==> config.mk <==
export PLATFORM = sky130hd
export DESIGN_NAME = bmp_stream_rx
export DESIGN_NICKNAME = d
export VERILOG_FILES = /design/src/rtl/bmp_rx_pkg.sv /design/src/rtl/bmp_stream_rx.sv
export SDC_FILE = /design/constraint.sdc
export NUM_CORES = 1
export LEC_CHECK = 0
export CAP_MARGIN = 20
export CORE_AREA = 5 5 169 171
export DETAILED_ROUTE_END_ITERATION = 10
export DIE_AREA = 0 0 174 176
export PLACE_DENSITY = 0.77
export SLEW_MARGIN = 40
export SYNTH_ARGS = -nofsm -noshare
export SYNTH_HDL_FRONTEND = slang
export SYNTH_SLANG_ARGS = --single-unit
==> constraint.sdc <==
create_clock -name clk -period 3.3 [get_ports clk]
set_input_delay 0.33 -clock clk [delete_from_list [all_inputs] [get_ports clk]]
set_output_delay 0.33 -clock clk [all_outputs]
set_load 0.05 [all_outputs]
==> src/rtl/bmp_rx_pkg.sv <==
// ---------------------------------------------------------------------------
// bmp_rx_pkg
// Shared types and constants for the BMP byte-stream receiver: FSM state
// encoding, header field byte positions, file signature and the supported
// bit depths.
// ---------------------------------------------------------------------------
package bmp_rx_pkg;

  typedef enum logic [2:0] {
    S_IDLE,
    S_HDR,
    S_SKIP,
    S_PIX,
    S_PAD,
    S_ERR
  } state_t;

  // Byte positions of little-endian header fields within the file.
  localparam logic [31:0] OFS_OFFSET   = 32'd10;
  localparam logic [31:0] OFS_WIDTH    = 32'd18;
  localparam logic [31:0] OFS_HEIGHT   = 32'd22;
  localparam logic [31:0] OFS_BITCOUNT = 32'd28;
  localparam logic [31:0] OFS_COMPRESS = 32'd30;
  localparam logic [31:0] HDR_LEN      = 32'd54;

  localparam logic [7:0]  SIG_B = 8'h42;
  localparam logic [7:0]  SIG_M = 8'h4D;

  localparam logic [15:0] BC_8  = 16'd8;
  localparam logic [15:0] BC_24 = 16'd24;

  // True when byte index cnt falls inside the field [base, base+len).
  function automatic logic in_field(input logic [31:0] cnt,
                                    input logic [31:0] base,
                                    input int unsigned len);
    return (cnt >= base) && (cnt < base + len);
  endfunction

endpackage

==> src/rtl/bmp_stream_rx.sv <==
// ---------------------------------------------------------------------------
// bmp_stream_rx
// Parses an uncompressed 8-bit or 24-bit BMP file arriving one byte per
// handshake and emits one pixel per output handshake in file order.
//
// Ports
//   clk, rst_n                 clock, asynchronous active-low reset
//   s_data/s_valid/s_ready     file byte stream in
//   m_data/m_valid/m_ready     pixel out: {R,G,B} or {16'h0, index}
//   m_sof/m_eol/m_eof          first pixel / row end / last pixel markers
//   img_w/img_h/img_bc         decoded header fields, valid with hdr_ok
//   hdr_ok, err                header accepted / sticky format error
//   clr                        synchronous abort: back to IDLE, err cleared
// ---------------------------------------------------------------------------
module bmp_stream_rx
  import bmp_rx_pkg::*;
#(
  parameter int unsigned MAX_W = 4096,
  parameter int unsigned MAX_H = 4096
) (
  input  logic        clk,
  input  logic        rst_n,
  input  logic [7:0]  s_data,
  input  logic        s_valid,
  output logic        s_ready,
  output logic [23:0] m_data,
  output logic        m_valid,
  input  logic        m_ready,
  output logic        m_sof,
  output logic        m_eol,
  output logic        m_eof,
  output logic [15:0] img_w,
  output logic [15:0] img_h,
  output logic [7:0]  img_bc,
  output logic        hdr_ok,
  output logic        err,
  input  logic        clr
);

  state_t      state, state_nxt;
  logic        run;
  logic [31:0] byte_cnt, offset, width, height, comp;
  logic [15:0] bitcount, x_cnt, y_cnt;
  logic [1:0]  phase, pad_cnt;
  logic [7:0]  b_byte, g_byte;

  logic        accept, is24, pix_done, last_col, last_row, row_end, hdr_bad;
  logic [1:0]  row_pad;

  // Row padding to a 4-byte boundary. Only width mod 4 matters: 8-bit rows
  // are width bytes, 24-bit rows are 3*width bytes.
  function automatic logic [1:0] pad_of(input logic [1:0] w, input logic wide);
    logic [1:0] rb;
    rb = wide ? w * 2'd3 : w;
    return 2'd0 - rb;
  endfunction

  // run holds s_ready low until the first edge after reset release.
  assign s_ready  = run && ((state != S_PIX) || !m_valid || m_ready);
  assign accept   = s_valid && s_ready;
  assign is24     = (bitcount == BC_24);
  assign pix_done = accept && (state == S_PIX) && (!is24 || phase == 2'd2);
  assign last_col = (x_cnt == width[15:0] - 16'd1);
  assign last_row = (y_cnt == height[15:0] - 16'd1);
  assign row_end  = pix_done && last_col;
  assign row_pad  = pad_of(width[1:0], is24);

  assign hdr_bad = ((bitcount != BC_8) && (bitcount != BC_24)) ||
                   (comp != '0) ||
                   (width == '0) || (width > MAX_W) ||
                   ($signed(height) <= 0) || ($signed(height) > $signed(MAX_H)) ||
                   (offset < HDR_LEN);

  assign img_w  = width[15:0];
  assign img_h  = height[15:0];
  assign img_bc = bitcount[7:0];

  // NOTE: every flop is written with <= so all reads within an edge see the
  // pre-edge value, regardless of statement order.
  always_ff @(posedge clk or negedge rst_n) begin
    if (!rst_n) begin
      state <= S_IDLE;
      run   <= 1'b0;
    end else begin
      state <= state_nxt;
      run   <= 1'b1;
    end
  end

  // NOTE: state_nxt gets its default before the case so every path assigns
  // it and no latch is inferred.
  always_comb begin
    state_nxt = state;
    unique case (state)
      S_IDLE: if (accept) state_nxt = (s_data == SIG_B) ? S_HDR : S_ERR;
      S_HDR: begin
        if (accept) begin
          if (byte_cnt == 32'd1 && s_data != SIG_M) begin
            state_nxt = S_ERR;
          end else if (byte_cnt == HDR_LEN - 32'd1) begin
            if (hdr_bad)                state_nxt = S_ERR;
            else if (offset == HDR_LEN) state_nxt = S_PIX;
            else                        state_nxt = S_SKIP;
          end
        end
      end
      S_SKIP: if (accept && byte_cnt == offset - 32'd1) state_nxt = S_PIX;
      S_PIX: begin
        if (row_end) begin
          if (row_pad != 2'd0) state_nxt = S_PAD;
          else if (last_row)   state_nxt = S_IDLE;
        end
      end
      // y_cnt has already advanced past the row whose padding is draining.
      S_PAD: if (accept && pad_cnt == 2'd1)
               state_nxt = (y_cnt == height[15:0]) ? S_IDLE : S_PIX;
      S_ERR:   state_nxt = S_ERR;
      default: state_nxt = S_IDLE;
    endcase
    if (clr) state_nxt = S_IDLE;
  end

  // NOTE: every register, datapath included, is cleared by reset so outputs
  // and counters are defined from the first cycle.
  always_ff @(posedge clk or negedge rst_n) begin
    if (!rst_n) begin
      m_data   <= '0;
      m_valid  <= 1'b0;
      m_sof    <= 1'b0;
      m_eol    <= 1'b0;
      m_eof    <= 1'b0;
      hdr_ok   <= 1'b0;
      err      <= 1'b0;
      byte_cnt <= '0;
      offset   <= '0;
      width    <= '0;
      height   <= '0;
      comp     <= '0;
      bitcount <= '0;
      x_cnt    <= '0;
      y_cnt    <= '0;
      phase    <= '0;
      pad_cnt  <= '0;
      b_byte   <= '0;
      g_byte   <= '0;
    end else if (clr) begin
      m_valid  <= 1'b0;
      m_sof    <= 1'b0;
      m_eol    <= 1'b0;
      m_eof    <= 1'b0;
      hdr_ok   <= 1'b0;
      err      <= 1'b0;
      byte_cnt <= '0;
      x_cnt    <= '0;
      y_cnt    <= '0;
      phase    <= '0;
      pad_cnt  <= '0;
    end else begin
      if (m_valid && m_ready) m_valid <= 1'b0;
      if (accept && byte_cnt != '1) byte_cnt <= byte_cnt + 32'd1;

      unique case (state)
        S_IDLE: begin
          if (accept) begin
            byte_cnt <= 32'd1;
            x_cnt    <= '0;
            y_cnt    <= '0;
            phase    <= '0;
            if (s_data != SIG_B) begin
              err     <= 1'b1;
              m_valid <= 1'b0;
            end
          end
        end
        S_HDR: begin
          if (accept) begin
            // Little-endian fields: shift each byte in from the top.
            if (in_field(byte_cnt, OFS_OFFSET, 4))   offset   <= {s_data, offset[31:8]};
            if (in_field(byte_cnt, OFS_WIDTH, 4))    width    <= {s_data, width[31:8]};
            if (in_field(byte_cnt, OFS_HEIGHT, 4))   height   <= {s_data, height[31:8]};
            if (in_field(byte_cnt, OFS_BITCOUNT, 2)) bitcount <= {s_data, bitcount[15:8]};
            if (in_field(byte_cnt, OFS_COMPRESS, 4)) comp     <= {s_data, comp[31:8]};
            if (byte_cnt == 32'd1 && s_data != SIG_M) begin
              err     <= 1'b1;
              m_valid <= 1'b0;
            end
            if (byte_cnt == HDR_LEN - 32'd1) begin
              if (hdr_bad) begin
                err     <= 1'b1;
                m_valid <= 1'b0;
              end else begin
                hdr_ok  <= 1'b1;
              end
            end
          end
        end
        S_PIX: begin
          if (pix_done) begin
            m_valid <= 1'b1;
            m_data  <= is24 ? {s_data, g_byte, b_byte} : {16'h0, s_data};
            m_sof   <= (x_cnt == '0) && (y_cnt == '0);
            m_eol   <= last_col;
            m_eof   <= last_col && last_row;
            phase   <= '0;
            if (last_col) begin
              x_cnt   <= '0;
              y_cnt   <= y_cnt + 16'd1;
              pad_cnt <= row_pad;
              if (row_pad == 2'd0 && last_row) hdr_ok <= 1'b0;
            end else begin
              x_cnt   <= x_cnt + 16'd1;
            end
          end else if (accept) begin
            if (phase == 2'd0) b_byte <= s_data;
            else               g_byte <= s_data;
            phase <= phase + 2'd1;
          end
        end
        S_PAD: begin
          if (accept) begin
            pad_cnt <= pad_cnt - 2'd1;
            if (pad_cnt == 2'd1 && y_cnt == height[15:0]) hdr_ok <= 1'b0;
          end
        end
        default: ;
      endcase
    end
  end

endmodule
==> impl_metrics.toml <==
[outcome]
status = "complete, no violations"

[placed_design]
port_buffers = 83
dp_hpwl_um = 26700
gp_congestion = 0.931

[min_path]
hp-class = "primary input to async pin"

[power_and_ir_drop]
leakage_nw = 7.69
power.total_w = 0.00686
ir_worst_vdd_uv = 436
powerDensity_nw_per_um2 = 405

[yosys]
yosysTopAreaCell = "dfrtp_1"
yosysTopAreaCellShare_pct = 45.2
syn_nets = 1490
synth_edf_count = 0
syn_area_um2 = 14500
synthFlopType = "dfrtp_1"
synthTopCellsByArea = "dfrtp_1 45%, mux2_2 13%, xnor2_1 4.1%, nand2_1 3.0%, nor2_1 2.9%"
synth-seq-cells = 262
yosysWarnings = 0
syn-instance-count = 1462
yosysUniqueCellTypes = 71
ys_async_sr_fraction_pct = 100
syn_avg_cell_area_um2 = 9.93
ys_seq_area_share_pct = 45.2

[detailed_routing]
via_count = 11600
final_antenna_net_count = 0
drt_iter0_markers = 958
drt-total-wl_um = 37400
firstDrtPassIters = 5
drcViolationCount = 0
vias_per_cell = 6.11
wl_per_cell_um = 19.7

[sta]
slew_viol_final = 0
worstMarginPinSlew_ns = 0.728
fin_skew_ns = 0.0378
max_freq_mhz = 316
finalSetupViolCount = 0
rsz0062_at_grt = "no"
final_hold_viol_count = 0
worst_hold_slack_ns = 0.294
min_period_over_period_pct = 95.9
slew_headroom_pct = 51.1
min_period_ns = 3.17
tns_ns = 0

[critical_path]
crit_fanout = 5
cp.required_ns = 3.78
cp-start-kind = "flip-flop"
cp-startpoint = "offset[15]"
arrival_ns = 3.65
worst_setup_path_end_kind = "flip-flop"
critPathKind = "flip-flop to flip-flop"
rr_worst_depth = 9
r2r_start = "offset[15]"

[floorplan]
initial_core_util_pct = 54.3
die-area_um2 = 30600
rows = 60
io_pins = 84
die_width_um = 174
coreArea_um2 = 26700
die_y_um = 176

[final_layout]
syn_to_final_growth_pct = 16.5
fin_nets = 1563
diodes = 0
n_fill_cell = 2147
drive_above_1_share_pct = 21.9

[cts]
cts_tree = "built"
htreeDepth = 1
cts.clk_slew.worst_paths_ns = 0.07
cts_root_buf = "clkbuf_16"
cts_sinks = 262
cts_buffers = 28
clock_latency_ns = 0.57
clock_tree.buffer_depth = 3

[grt]
grt_antenna_before_repair = 0
grt_pass1_vias = 11400
grt_max_degree = 97
grt_remaining_overflow = 0
grt_usage_pct = 23.9
grt_pass1_wl_um = 60900

[job]
maxCapViolations = 0
==> worst max-delay path: stages (launching register included) <==
cell and delay [ns]:
dfrtp_1 0.38, or4_4 0.56, or4_4 0.61, nor4_2 0.28, a21oi_1 0.07, nor3_1 0.24
o2111ai_2 0.17, or4_4 0.46, o2111ai_2 0.18, a21o_1 0.13
==> stage by stage <==
step                cells  utilization, %  worst slack, ns  instance area [um2]
CTS                  1897            62.9           0.0114                16800
detailed placement   1844            59.3          0.00182                15900
floorplan            1462               -           0.0534                14500
global route         1898            63.3          0.00459                16900
finish               1898            63.3            0.134                16900
global placement     1844            59.3           0.0413                15900
==> cell families (layout without fill, tap and decap cells) <==
logic type	count (synthesis)	in the layout	synth area share, %
and+or+nand+nor	532	533	19.0
xor gates and xnor gates	104	104	6.28
muxes	185	185	14.2
adders and majority gates	15	15	1.29
buffers and inverters	162	256	5.32
DFF	262	262	45.2
AOI/OAI and AO/OA	201	201	8.71
other	1	1	0.0258
==> what timing repair did <==
| action | CTS | global route |
|---|---|---|
| pin swaps | 1 | 8 |
| cloned | 0 | 1 |
| gates resized for setup | 1 | 24 |
| hold buffers | 1 | 0 |
| hold endpoints to repair | 50 | 0 |
| endpoints found under the setup margin | 1 | 37 |
| buffers inserted | 0 | 0 |
==> final cells by class <==
cell class | count | area, um2 | share of cell area [%]
timing repair buffer | 173 | 1560 | 9.20
clock buffer | 36 | 771 | 4.56
sequential | 262 | 6560 | 38.8
clock inverter | 16 | 171 | 1.01
inverter | 31 | 116 | 0.688
multi-input combinational | 1039 | 7310 | 43.3
tap | 341 | 427 | 2.52
==> state kept, by name, summed over array words and instances (netlist names) <==
register and count:
comp 32, g_byte 8, m_eol 1, x_cnt 16
m_valid 1, err 1, bitcount 16, phase 2
width 32, byte_cnt 32, m_eof 1, m_sof 1
y_cnt 16, b_byte 8, state 3, hdr_ok 1
pad_cnt 2, height 32, offset 32, run 1
m_data 24
==> path summary, 6_finish.rpt <==
path                                to  slack [ns]
hold / removal             byte_cnt[0]        0.29
min in group clk            m_data[21]        0.50
hold reg to reg             m_data[21]        0.50
max in group asynchronous   height[23]        2.14
setup / recovery              state[0]        0.13
setup reg to reg              state[0]        0.13
==> cells in the mapped netlist, drive strengths merged, types with 3 or more instances <==
| cell | instances |
|---|---|
| a2111oi | 3 |
| a211oi | 7 |
| a21o | 6 |
| a21oi | 48 |
| a31oi | 3 |
| a41oi | 3 |
| and2 | 5 |
| and3 | 17 |
| and4 | 3 |
| buf | 51 |
| clkbuf | 80 |
| dfrtp | 262 |
| ha | 15 |
| inv | 31 |
| mux2 | 168 |
| mux2i | 17 |
| nand2 | 115 |
| nand2b | 8 |
| nand3 | 56 |
| nand3b | 5 |
| nand4 | 39 |
| nand4b | 5 |
| nor2 | 111 |
| nor2b | 12 |
| nor3 | 41 |
| nor3b | 6 |
| nor4 | 63 |
| nor4b | 5 |
| o2111ai | 5 |
| o211ai | 16 |
| o21a | 8 |
| o21ai | 68 |
| o31ai | 8 |
| o41ai | 4 |
| or2 | 9 |
| or3 | 17 |
| or4 | 10 |
| xnor2 | 68 |
| xor2 | 36 |
==> power by group <==
group / switching [W] / internal (W)
sequential: 0.0000319 / 0.00324
combinational: 0.000300 / 0.000134
clock: 0.00133 / 0.00182
total: 0.00167 / 0.00519
==> metal layers <==
metal | up-vias | track usage, % | routed length, um
li1 | 5381 | - | -
met1 | 5754 | 34.0 | 16800
met2 | 390 | 39.0 | 17500
met3 | 65 | 3.38 | 2080
met4 | 0 | 6.37 | 1000
met5 | - | 0 | 0
==> cells in the final DEF (no fill, tap or decap), types with 5 or more instances in the layout <==
cell type,instances
inv_1,30
or3_1,17
clkdlybuf4s50_1,82
o21ai_0,60
and3_1,16
mux2i_1,17
xor2_1,36
a21oi_1,48
nor4_1,56
buf_4,85
nand3_1,56
xnor2_1,68
a211oi_1,7
nand4_1,39
dfrtp_1,262
nor3_1,39
o211ai_1,16
clkinv_2,7
ha_1,14
clkinvlp_4,5
o31ai_1,8
nand2_1,115
nor2_1,110
nand2b_1,8
a21o_1,5
clkbuf_16,28
nor2b_1,12
and2_1,5
mux2_2,167
or4_1,7
o21a_1,7
o21ai_1,8
nor3b_1,6
or2_2,7
nand3b_1,5
nand4b_1,5
Power figures use the tool's default switching activity.
